`src/rtl/mips_pkg.sv`:
```
`default_nettype none
// ============================================================================
// Module  : mips_pkg
// Brief   : Shared types and constants for the MIPS fetch/sequencing path.
// Revision: 1.0  initial release
// ============================================================================
package mips_pkg;

    localparam int ADDR_W = 32;
    localparam int JIDX_W = 26;

    localparam logic [ADDR_W-1:0] DEFAULT_RESET_PC = 32'h0000_0000;
    localparam logic [31:0]       NOP              = 32'h0000_0000;

    typedef enum logic [0:0] {
        REQ  = 1'b0,
        EXEC = 1'b1
    } state_t;

endpackage : mips_pkg
`default_nettype wire

```
`src/rtl/next_pc_mux.sv`:
```
`default_nettype none
// ============================================================================
// Module  : next_pc_mux
// Brief   : Combinational next-PC selection: JR > jump > branch > sequential.
// Revision: 1.0  initial release
// ============================================================================
module next_pc_mux
    import mips_pkg::*;
(
    input  logic [ADDR_W-1:0] pc_plus4,
    input  logic              jr_control,
    input  logic [ADDR_W-1:0] jr_target,
    input  logic              jump,
    input  logic [JIDX_W-1:0] jump_index,
    input  logic              branch_taken,
    input  logic [ADDR_W-1:0] branch_offset,
    output logic [ADDR_W-1:0] next_pc,
    output logic              misalign
);

    logic [ADDR_W-1:0] w_jump_tgt;
    logic [ADDR_W-1:0] w_branch_tgt;

    // Offset is in words; the top two bits fall off the shift and wrap naturally.
    assign w_jump_tgt   = {pc_plus4[ADDR_W-1:ADDR_W-4], jump_index, 2'b00};
    assign w_branch_tgt = pc_plus4 + {branch_offset[ADDR_W-3:0], 2'b00};

    always_comb begin
        next_pc  = pc_plus4;
        misalign = 1'b0;
        if (jr_control) begin
            next_pc  = {jr_target[ADDR_W-1:2], 2'b00};
            misalign = |jr_target[1:0];
        end else if (jump) begin
            next_pc = w_jump_tgt;
        end else if (branch_taken) begin
            next_pc = w_branch_tgt;
        end
    end

endmodule : next_pc_mux
`default_nettype wire

```
`src/rtl/pc_sequencer.sv`:
```
`default_nettype none
// ============================================================================
// Module  : pc_sequencer
// Brief   : Two-state fetch/execute PC sequencer with JR/jump/branch redirect.
// Revision: 1.0  initial release
// ============================================================================
module pc_sequencer
    import mips_pkg::*;
#(
    parameter logic [ADDR_W-1:0] RESET_PC = DEFAULT_RESET_PC
) (
    input  logic              clk,
    input  logic              reset,
    output logic              imem_req,
    output logic [ADDR_W-1:0] imem_addr,
    input  logic              imem_ack,
    input  logic [31:0]       imem_rdata,
    output logic [31:0]       instr,
    output logic              instr_valid,
    output logic [ADDR_W-1:0] pc,
    output logic [ADDR_W-1:0] pc_plus4,
    input  logic              stall,
    input  logic              jr_control,
    input  logic [ADDR_W-1:0] jr_target,
    input  logic              jump,
    input  logic [JIDX_W-1:0] jump_index,
    input  logic              branch_taken,
    input  logic [ADDR_W-1:0] branch_offset,
    output logic              addr_err
);

    state_t            r_state;
    state_t            w_state_nxt;
    logic [ADDR_W-1:0] r_pc;
    logic [31:0]       r_instr;
    logic              r_addr_err;
    logic [ADDR_W-1:0] w_next_pc;
    logic              w_misalign;
    logic              w_leave_exec;
    logic              w_capture;

    assign pc_plus4 = r_pc + 32'd4;

    next_pc_mux u_next_pc_mux (
        .pc_plus4      (pc_plus4),
        .jr_control    (jr_control),
        .jr_target     (jr_target),
        .jump          (jump),
        .jump_index    (jump_index),
        .branch_taken  (branch_taken),
        .branch_offset (branch_offset),
        .next_pc       (w_next_pc),
        .misalign      (w_misalign)
    );

    always_comb begin
        w_state_nxt  = r_state;
        w_leave_exec = 1'b0;
        w_capture    = 1'b0;
        case (r_state)
            REQ: begin
                if (imem_ack) begin
                    w_state_nxt = EXEC;
                    w_capture   = 1'b1;
                end
            end
            EXEC: begin
                if (!stall) begin
                    w_state_nxt  = REQ;
                    w_leave_exec = 1'b1;
                end
            end
            default: w_state_nxt = REQ;
        endcase
    end

    always_ff @(posedge clk) begin
        if (reset) begin
            r_state    <= REQ;
            r_pc       <= RESET_PC;
            r_instr    <= NOP;
            r_addr_err <= 1'b0;
        end else begin
            r_state    <= w_state_nxt;
            r_addr_err <= w_leave_exec & w_misalign;
            if (w_capture) begin
                r_instr <= imem_rdata;
            end
            if (w_leave_exec) begin
                r_pc <= w_next_pc;
            end
        end
    end

    // Gating with reset keeps the request low for the whole reset window.
    assign imem_req    = (r_state == REQ) && !reset;
    assign imem_addr   = r_pc;
    assign pc          = r_pc;
    assign instr       = r_instr;
    assign instr_valid = (r_state == EXEC);
    assign addr_err    = r_addr_err;

endmodule : pc_sequencer
`default_nettype wire

```
`config.mk`:
```
export PLATFORM = sky130hd
export DESIGN_NAME = pc_sequencer
export DESIGN_NICKNAME = d
export VERILOG_FILES = /design/src/rtl/mips_pkg.sv /design/src/rtl/next_pc_mux.sv /design/src/rtl/pc_sequencer.sv
export SDC_FILE = /design/constraint.sdc
export NUM_CORES = 1
export LEC_CHECK = 0
export ABC_CLOCK_PERIOD_IN_PS = 9550
export BUFFER_PORTS_ARGS = -buffer_cell sky130_fd_sc_hd__buf_4
export CAP_MARGIN = 15
export CORE_UTILIZATION = 50
export DETAILED_ROUTE_END_ITERATION = 8
export PLACE_DENSITY = 0.86
export SLEW_MARGIN = 0
export SYNTH_ARGS = -nofsm -noshare
export SYNTH_HDL_FRONTEND = slang
export SYNTH_SLANG_ARGS = --single-unit
```
`constraint.sdc`:
```
create_clock -name clk -period 9.55 [get_ports clk]
set_clock_uncertainty 0.1 [all_clocks]
set_input_delay 0.4775 -clock clk [delete_from_list [all_inputs] [get_ports clk]]
set_output_delay 0.4775 -clock clk [all_outputs]
set_load 0.01 [all_outputs]
```
==> results.json <==
{
  "antenna_found_initial": 0,
  "synth_compound_area_share_pct": 27.6,
  "critPathRequiredTime_ns": 9.70,
  "ctsResizeCount": 0,
  "numPortBuffers": 251,
  "powerDensity_nw_per_um2": 118,
  "vias": 6152,
  "critPathCaptureType": "flop",
  "tightest_slew_ns": 1.00,
  "min_period_ns": 4.72,
  "synth_edf_count": 0,
  "drt-total-wl_mm": 19.0,
  "syn_area_per_cell_um2": 7.34,
  "drc": 0,
  "wl_per_cell_um": 18.0,
  "tns_ns": 0,
  "cts_max_path_buffers": 2,
  "nets": 1079,
  "fmax_ghz": 0.212,
  "synth_seq_cells": 64,
  "slew_headroom_pct": 33.2,
  "fin_util_pct": 72.6,
  "fp.dieW_um": 104,
  "cts_buffers": 9,
  "cp.arrival_ns": 4.87,
  "drt-initial-drc-count": 403,
  "clkLatencyLatePin_ns": 0.35,
  "syn_area_um2": 5180,
  "whs_path_depth": 2,
  "r2r_slack_ns": 4.83,
  "grtUsageTotal_pct": 33.9,
  "cts_num_sinks": 64,
  "holdPathEnd": "instr_valid",
  "async_flop_share_pct": 0,
  "reg2reg_to": "imem_addr[27]",
  "syn-instance-count": 706,
  "maxCapViolCount": 0,
  "cts.clk_slew.worst_paths_ns": 0.08,
  "rsz0062_at_grt": "no",
  "finalHoldViolations": 0,
  "area_growth_pct": 38.8,
  "hold_path_class": "input port to flop",
  "synth_mux_area_share_pct": 1.16,
  "r2r_start": "imem_addr[6]",
  "crit_fanout": 7,
  "htreeDepth": 3,
  "rr_worst_depth": 15,
  "ys.flop_type": "dfxtp_1",
  "vias_per_cell": 5.85,
  "ctsHoldBuffers": 0,
  "ios": 260,
  "start_util_pct": 52.3,
  "slew_violations": 0,
  "status": "complete, no violations",
  "final_common_cell": "buf_4",
  "final-setup-viol-count": 0,
  "grt_first_pass_wirelength_mm": 29.3,
  "crit_path_start_kind": "flop",
  "cts_tree": "done",
  "peakVddDrop_uv": 90.6,
  "hpwl_mm": 14.6,
  "cts_setup_buffers": 0,
  "holdCritStartpoint": "imem_ack",
  "criticalPathCategory": "flop to flop",
  "fp.coreArea_um2": 9910,
  "synth_xor_area_share_pct": 8.28,
  "ant_nets": 0,
  "n_antenna_cell": 0,
  "grt_max_degree": 37,
  "dieArea_um2": 10800,
  "synth_top_family_by_area": "compound AO/OA/AOI/OAI gates",
  "synthSimpleGateAreaFrac_pct": 20.7,
  "drive_gt1_share_pct": 30.9,
  "grt-ovfl-total": 0,
  "rows": 36,
  "ys_types": 59,
  "synth_seq_area_share_pct": 24.7,
  "leakage_nw": 3.46,
  "die_h_um": 104,
  "synth_fa_ha_area_share_pct": 9.07,
  "first_pass_iters": 5,
  "grt_pass1_vias": 5859,
  "root_buffer": "clkbuf_8",
  "yosys_warnings": 0,
  "period_share_pct": 49.4,
  "place.gp.congestion": 0.960,
  "final_cell_mix": "buf_4 (254), nand2_1 (120), a21oi_1 (83)"
}
[critical path, cell delays in order (launching register included)]
cell and delay (ns):
dfxtp_1 0.48, nand3_1 0.15, nor3_1 0.66, nand4_1 0.51
nor2_1 0.25, xor2_1 0.35, ha_1 0.34, and3_1 0.23
nand2_1 0.10, nor3_1 0.06, a21oi_1 0.21, a21oi_1 0.12
o21ai_0 0.25, nor4b_1 0.33, o21ai_0 0.18, a31o_2 0.29
[synth_stat cells, types with 3 or more instances]
cell type / count / area [µm²]
buf_4: 36 / 270
a221oi_1: 3 / 26.3
ha_1: 36 / 450
xor2_1: 26 / 228
a221o_1: 4 / 40.0
and2_1: 4 / 25.0
xnor2_1: 23 / 201
inv_1: 13 / 48.8
nor3_1: 11 / 55.1
a22o_1: 3 / 26.3
nand4_1: 6 / 37.5
clkbuf_1: 29 / 109
o21a_1: 6 / 45.0
and4_1: 4 / 35.0
o31ai_1: 4 / 30.0
nor2_1: 49 / 184
o21bai_1: 5 / 37.5
a211oi_1: 10 / 75.1
and3_1: 8 / 50.1
mux2i_1: 6 / 60.1
nand2b_1: 7 / 43.8
nor3b_1: 3 / 22.5
a31o_2: 3 / 26.3
nand2_1: 120 / 450
a22oi_1: 11 / 82.6
o211ai_1: 9 / 67.6
o21ai_0: 50 / 250
dfxtp_1: 64 / 1280
nand3_1: 16 / 80.1
a31oi_1: 5 / 31.3
a21oi_1: 84 / 420
a21o_1: 11 / 82.6
o21ai_1: 3 / 15.0
[power breakdown]
group | internal [mW] | total, mW | switching (mW)
registers | 0.281 | 0.297 | 0.0163
logic | 0.121 | 0.252 | 0.130
clock network | 0.177 | 0.302 | 0.125
[worst max path at each step]
stage                            start       endpoint  slack (ns)  depth (start not counted)
after global placement    imem_addr[6]  imem_addr[31]        5.13                         15
final                     imem_addr[6]  imem_addr[27]        4.83                         15
after floorplan           imem_addr[2]  imem_addr[31]        5.66                         16
after detailed placement  imem_addr[6]  imem_addr[27]        5.00                         15
after CTS                 imem_addr[6]  imem_addr[31]        5.00                         15
after global routing      imem_addr[6]  imem_addr[27]        4.57                         15
[cells by family after synthesis]
family,count (synthesis)
simple gates,240
compound gates,229
buf+inv,80
flops,64
xor+xnor,49
fa+ha+maj,37
mux,6
other cells,1
[routing by layer]
metal	vias to the layer above	routed length [µm]	global-route usage, %
met4	0	619	16.0
met2	363	9670	61.3
li1	2885	-	-
met5	-	0	0
met1	2856	7040	38.4
met3	48	1630	5.92
[per-stage QoR]
stage | setup WS [ns] | hold slack, ns | instance area, µm² | instances | power (mW)
2_1_floorplan | 5.66 | 0.381 | 5200 | 711 | 0.441
3_3_place_gp | 5.13 | 0.343 | 6900 | 1033 | 0.541
3_5_place_dp | 5.00 | 0.348 | 6900 | 1033 | 0.547
4_1_cts | 5.00 | 0.239 | 7160 | 1049 | 0.844
5_1_grt | 4.57 | 0.230 | 7200 | 1051 | 0.885
6_report | 4.83 | 0.240 | 7200 | 1051 | 0.851
[state kept, by name (all words and copies together), names as in the netlist]
name         cells
instr_valid      1
addr_err         1
instr           32
imem_addr       30
[cell type report]
cell class,instances,area [µm²]
tap,133,166
multi-input combinational,567,3490
timing repair buffer,256,1950
inverter,15,56.3
clock inverter,7,128
clock buffer,9,124
fill,831,2710
sequential,64,1280
(Power assumes the default switching activity.)
